### config.mk
export PLATFORM = sky130hd
export DESIGN_NAME = mic_sample_fifo
export DESIGN_NICKNAME = d
export VERILOG_FILES = /design/src/rtl/mic_pre_pkg.sv /design/src/rtl/mic_fifo_ram.sv /design/src/rtl/mic_sample_fifo.sv
export SDC_FILE = /design/constraint.sdc
export NUM_CORES = 2
export LEC_CHECK = 0
export CORE_ASPECT_RATIO = 0.7
export CORE_UTILIZATION = 55
export DETAILED_ROUTE_END_ITERATION = 8
export PLACE_DENSITY = 0.72
export SLEW_MARGIN = 20
export SYNTH_ARGS = -nofsm -noshare
export SYNTH_HDL_FRONTEND = slang
export SYNTH_SLANG_ARGS = --single-unit
### constraint.sdc
create_clock -name clk -period 12.12 [get_ports clk]
set_input_delay 1.212 -clock clk [delete_from_list [all_inputs] [get_ports clk]]
set_output_delay 1.212 -clock clk [all_outputs]
set_load 0.01 [all_outputs]
### src/rtl/mic_pre_pkg.sv
// Shared constants and helpers for the microphone pre-processing blocks.
package mic_pre_pkg;
    localparam int MIC_SAMPLE_W   = 32;
    localparam int MIC_TS_W       = 32;
    localparam int MIC_DROP_CNT_W = 16;

    function automatic logic [MIC_DROP_CNT_W-1:0] sat_inc_drop(input logic [MIC_DROP_CNT_W-1:0] cnt);
        if (cnt == {MIC_DROP_CNT_W{1'b1}}) begin
            sat_inc_drop = cnt;
        end else begin
            sat_inc_drop = cnt + {{(MIC_DROP_CNT_W-1){1'b0}}, 1'b1};
        end
    endfunction
endpackage

### src/rtl/mic_fifo_ram.sv
// Simple dual-port storage for the sample FIFO: synchronous write, registered read.
module mic_fifo_ram #(
    parameter int WIDTH  = 64,
    parameter int ADDR_W = 5
) (
    input  logic              clk,
    input  logic              rst,
    input  logic              wr_en,
    input  logic [ADDR_W-1:0] wr_addr,
    input  logic [WIDTH-1:0]  wr_data,
    input  logic              rd_en,
    input  logic [ADDR_W-1:0] rd_addr,
    output logic [WIDTH-1:0]  rd_data
);
    logic [WIDTH-1:0] mem_r [0:(1<<ADDR_W)-1];

    // Storage array write port; left without reset so it maps onto RAM.
    always_ff @(posedge clk) begin
        if (wr_en) begin
            mem_r[wr_addr] <= wr_data;
        end
    end

    // Read register; holds the last read word until the next accepted read.
    always_ff @(posedge clk or posedge rst) begin
        if (rst) begin
            rd_data <= '0;
        end else if (rd_en) begin
            rd_data <= mem_r[rd_addr];
        end
    end
endmodule

### src/rtl/mic_sample_fifo.sv
// Timestamping sample FIFO behind the CIC decimator, with overflow accounting.
module mic_sample_fifo
    import mic_pre_pkg::*;
#(
    parameter int DATA_W     = MIC_SAMPLE_W,
    parameter int TS_W       = MIC_TS_W,
    parameter int DEPTH_LOG2 = 5
) (
    input  logic                  clk,
    input  logic                  rst,
    input  logic [DATA_W-1:0]     data_in,
    input  logic                  data_in_valid,
    input  logic                  flush,
    input  logic                  rd_en,
    output logic [DATA_W-1:0]     rd_sample,
    output logic [TS_W-1:0]       rd_timestamp,
    output logic                  rd_valid,
    output logic                  empty,
    output logic                  full,
    output logic [DEPTH_LOG2:0]   level,
    output logic                  overflow,
    output logic [15:0]           drop_cnt
);
    localparam int PTR_W = DEPTH_LOG2 + 1;
    localparam logic [PTR_W-1:0] PTR_ONE = {{(PTR_W-1){1'b0}}, 1'b1};
    localparam logic [TS_W-1:0]  TS_ONE  = {{(TS_W-1){1'b0}}, 1'b1};

    logic [PTR_W-1:0]          wptr_r, rptr_r, level_r;
    logic [PTR_W-1:0]          wptr_nxt_s, rptr_nxt_s;
    logic                      empty_r, full_r, full_nxt_s, empty_nxt_s;
    logic                      rd_valid_r, overflow_r;
    logic [MIC_DROP_CNT_W-1:0] drop_cnt_r;
    logic [TS_W-1:0]           ts_cnt_r;
    logic                      wr_ok_s, rd_ok_s, drop_s;
    logic [DATA_W+TS_W-1:0]    ram_rd_data_s;

    // Accept/drop decisions use the status registered at the start of the cycle.
    always_comb begin
        wr_ok_s    = data_in_valid & ~full_r;
        rd_ok_s    = rd_en & ~empty_r;
        drop_s     = data_in_valid & full_r;
        wptr_nxt_s = wr_ok_s ? (wptr_r + PTR_ONE) : wptr_r;
        rptr_nxt_s = rd_ok_s ? (rptr_r + PTR_ONE) : rptr_r;
        empty_nxt_s = (wptr_nxt_s == rptr_nxt_s);
        full_nxt_s  = (wptr_nxt_s[DEPTH_LOG2] != rptr_nxt_s[DEPTH_LOG2]) &&
                      (wptr_nxt_s[DEPTH_LOG2-1:0] == rptr_nxt_s[DEPTH_LOG2-1:0]);
    end

    // Pointers, status, overflow tracking and the free-running timestamp.
    always_ff @(posedge clk or posedge rst) begin
        if (rst) begin
            wptr_r     <= '0;
            rptr_r     <= '0;
            level_r    <= '0;
            empty_r    <= 1'b1;
            full_r     <= 1'b0;
            rd_valid_r <= 1'b0;
            overflow_r <= 1'b0;
            drop_cnt_r <= '0;
            ts_cnt_r   <= '0;
        end else begin
            ts_cnt_r <= ts_cnt_r + TS_ONE;
            if (flush) begin
                wptr_r     <= '0;
                rptr_r     <= '0;
                level_r    <= '0;
                empty_r    <= 1'b1;
                full_r     <= 1'b0;
                rd_valid_r <= 1'b0;
                overflow_r <= 1'b0;
                drop_cnt_r <= '0;
            end else begin
                wptr_r     <= wptr_nxt_s;
                rptr_r     <= rptr_nxt_s;
                level_r    <= wptr_nxt_s - rptr_nxt_s;
                empty_r    <= empty_nxt_s;
                full_r     <= full_nxt_s;
                rd_valid_r <= rd_ok_s;
                if (drop_s) begin
                    overflow_r <= 1'b1;
                    drop_cnt_r <= sat_inc_drop(drop_cnt_r);
                end else begin
                    overflow_r <= overflow_r;
                    drop_cnt_r <= drop_cnt_r;
                end
            end
        end
    end

    // Each entry packs the timestamp above the sample word.
    mic_fifo_ram #(
        .WIDTH  (DATA_W + TS_W),
        .ADDR_W (DEPTH_LOG2)
    ) u_ram (
        .clk     (clk),
        .rst     (rst),
        .wr_en   (wr_ok_s & ~flush),
        .wr_addr (wptr_r[DEPTH_LOG2-1:0]),
        .wr_data ({ts_cnt_r, data_in}),
        .rd_en   (rd_ok_s & ~flush),
        .rd_addr (rptr_r[DEPTH_LOG2-1:0]),
        .rd_data (ram_rd_data_s)
    );

    assign rd_sample    = ram_rd_data_s[DATA_W-1:0];
    assign rd_timestamp = ram_rd_data_s[DATA_W+TS_W-1:DATA_W];
    assign rd_valid     = rd_valid_r;
    assign empty        = empty_r;
    assign full         = full_r;
    assign level        = level_r;
    assign overflow     = overflow_r;
    assign drop_cnt     = drop_cnt_r;
endmodule

==> results.cfg <==
[logic_synthesis]
ys_ff_latch = 2182
synthTopCellsByArea = edfxtp_1 73%, mux4_2 8.3%, mux2i_1 5.3%, dfrtp_1 4.0%, a22oi_1 1.1%
synth_common_cells = 2048 x edfxtp_1, 441 x mux2i_1, 310 x mux4_2
ys_warn_count = 0
syn_area_um2 = 84080
synth_flop_cell = edfxtp_1
synth_top_cell_by_area = edfxtp_1
synthCells = 4171
ys_types = 59
synth_fp_nets = 4221
async_flop_share_pct = 6.141
synth_area_per_cell_um2 = 20.16
ys_seq_area_share_pct = 77.14
yosysMostFrequentCell = edfxtp_1
yosysTopAreaCellShare_pct = 73.15
synth_edf_count = 2048

[finish]
instances_no_fill = 6525
n_antenna_cell = 0
areaGrowthSynthToFinish_pct = 11.57
final_core_util_pct = 62.07
drive_above_1_share_pct = 18.37
final_nets = 4413

[worst_setup_path]
r2r_setup_slack_ns = 7.86
worstSetupStartpoint = data_in_valid
regToRegEndpoint = u_ram.rd_data[47]
cp-start-kind = primary input
worstPathArrival_ns = 4.81
cp-end-kind = flop
crit_type = in2reg
reg2reg_depth = 7
critical_path_required_ns = 12.55
cp_max_fo = 47
r2r-start = rptr_r[0]

[route]
final_antenna_net_count = 0
vias = 41877
via_per_inst = 6.418
wire_per_inst_um = 30.57
first_pass_iters = 5
route.detailed.drc = 0
wirelength_mm = 199.4
drtIter0Drc = 5317

[timing]
hold_viol = 0
min_period_over_period_pct = 36.13
fmax_mhz = 228.4
setup_viol = 0
layout_min_cycle_time_ns = 4.379
rsz0062_at_grt = false
slew_headroom_pct = 22.30
worst_pin_slew_ns = 1.166
drv_slew = 0
tns_ns = 0
clock_skew_ns = 0.02864

[placed_design]
numPortBuffers = 126
hpwlAfterDp_mm = 109.7
dp.cells = 6165
place.gp.congestion = 0.8013

[run]
maxCapViolCount = 0

[pwr]
p_leak_nw = 27.95
p_per_area_nw_per_um2 = 166.9
peakVddDrop_v = 0.0001540

[global_route]
grt_pass1_wl_mm = 291.0
grt_use_total_pct = 26.07
grt_overflow_total = 0
first_global_vias = 41686
antenna_found_initial = 2
grt_max_degree = 138

[die]
boundaryPins = 127
core_um2 = 151100
initial_core_util_pct = 55.63
dieHeight_um = 329.1
num_rows = 119
die_area_um2 = 154500
fp.dieW_um = 469.3

[clock_tree]
ctsHoldBuffers = 0
clk_pin_slew_ns = 0.07
postCtsSetupBuffers = 0
cts_tree = yes
cts_buffers = 191
clock_path_buffers = 3
cts_resized = 0
clkSinkCount = 2182
cts_max_level = 4
cts-root-buf = clkbuf_16
clock_latency_ns = 0.83

[run_status]
outcome = complete, no violations

[hold_path]
hold_path_depth = 2
hp-class = reg2reg
min_to = u_ram.rd_data[61]
hp-start = u_ram.rd_data[61]
==> per-layer routing <==
layer  GRT usage (%)  vias to the layer above  share of wire [%]
met1           38.65                    21912                 42
met3           4.622                      307                8.9
met4           7.404                        0                2.5
met5               0                        -                  0
li1                -                    17488                  -
met2           40.29                     2170                 47
==> kinds of logic (layout without fill, tap and decap cells) <==
group / after synthesis / in the layout / synth area share (%)
flip-flops: 2182 / 2182 / 77.14
buffers and inverters: 247 / 605 / 1.619
multiplexers: 816 / 816 / 14.42
AND/OR/NAND/NOR: 377 / 377 / 1.955
adder cells (fa/ha/maj): 13 / 13 / 0.2024
AO/OA/AOI/OAI: 482 / 482 / 4.100
XOR/XNOR: 54 / 54 / 0.5625
==> power breakdown <==
part           leakage [nW]  total (mW)  switching (mW)  internal (mW)
logic                  5.51        1.19           0.638          0.552
clock network          2.99        5.99            2.68           3.31
registers              19.4        8.48           0.156           8.32
total                  28.0        15.7            3.47           12.2
==> critical path, stage by stage <==
cell and delay, ns:
clkdlybuf4s50_1 0.56, nand2b_1 0.15, nor2_1 0.30, nand2_1 0.69
nor2_4 0.90, buf_4 0.70
==> cells in the final DEF (no fill, tap or decap), drive strengths merged, types with 32 or more instances in the layout <==
cell type / synthesis / final
clkbuf: 94 / 271
a211oi: 32 / 32
nand2: 92 / 92
o41ai: 33 / 33
a221oi: 38 / 38
a22o: 37 / 37
o21ai: 33 / 33
mux4: 310 / 310
a22oi: 128 / 128
o31ai: 32 / 32
mux2i: 441 / 441
edfxtp: 2048 / 2048
clkdlybuf4s50: 0 / 115
a21oi: 68 / 68
nor2: 199 / 199
mux2: 65 / 65
buf: 138 / 116
clkinv: 0 / 70
o22ai: 64 / 64
dfrtp: 133 / 133
==> final cells by class <==
class | count | area (um^2)
flip-flops and latches | 2182 | 64900
fillers | 10125 | 57320
clock inverters | 88 | 785.8
repair buffers | 231 | 2071
multi-input cells | 1742 | 18150
inverters | 15 | 63.81
well taps | 1996 | 2497
clock buffers | 271 | 5345
==> worst max path at each step <==
stage | end | slack [ns] | cells past startpoint
after global placement | u_ram.mem_r[21][12] | 6.89 | 6
after CTS | u_ram.rd_data[47] | 7.73 | 7
final | u_ram.mem_r[17][3] | 7.74 | 6
after detailed placement | u_ram.mem_r[18][0] | 6.94 | 6
after global routing | u_ram.rd_data[47] | 7.49 | 7
after floorplan | u_ram.mem_r[29][0] | 7.18 | 4
==> state kept, by name, summed over array words and instances, names as in the netlist, 6 cells and up <==
register and cells:
rptr_r 6, level 6, u_ram.rd_data 64, u_ram.mem_r 2048, wptr_r 6, ts_cnt_r 32, drop_cnt 16
==> through the flow <==
step	worst slack (ns)	total power, mW	hold WS, ns	cell area, um^2
2_1_floorplan	7.178	9.268	0.5115	84080
3_3_place_gp	6.889	9.837	0.4734	87650
3_5_place_dp	6.941	9.848	0.4673	87660
4_1_cts	7.734	15.75	0.4824	93790
5_1_grt	7.493	16.11	0.5265	93810
6_report	7.741	15.66	0.4803	93810
(Power assumes the default switching activity.)
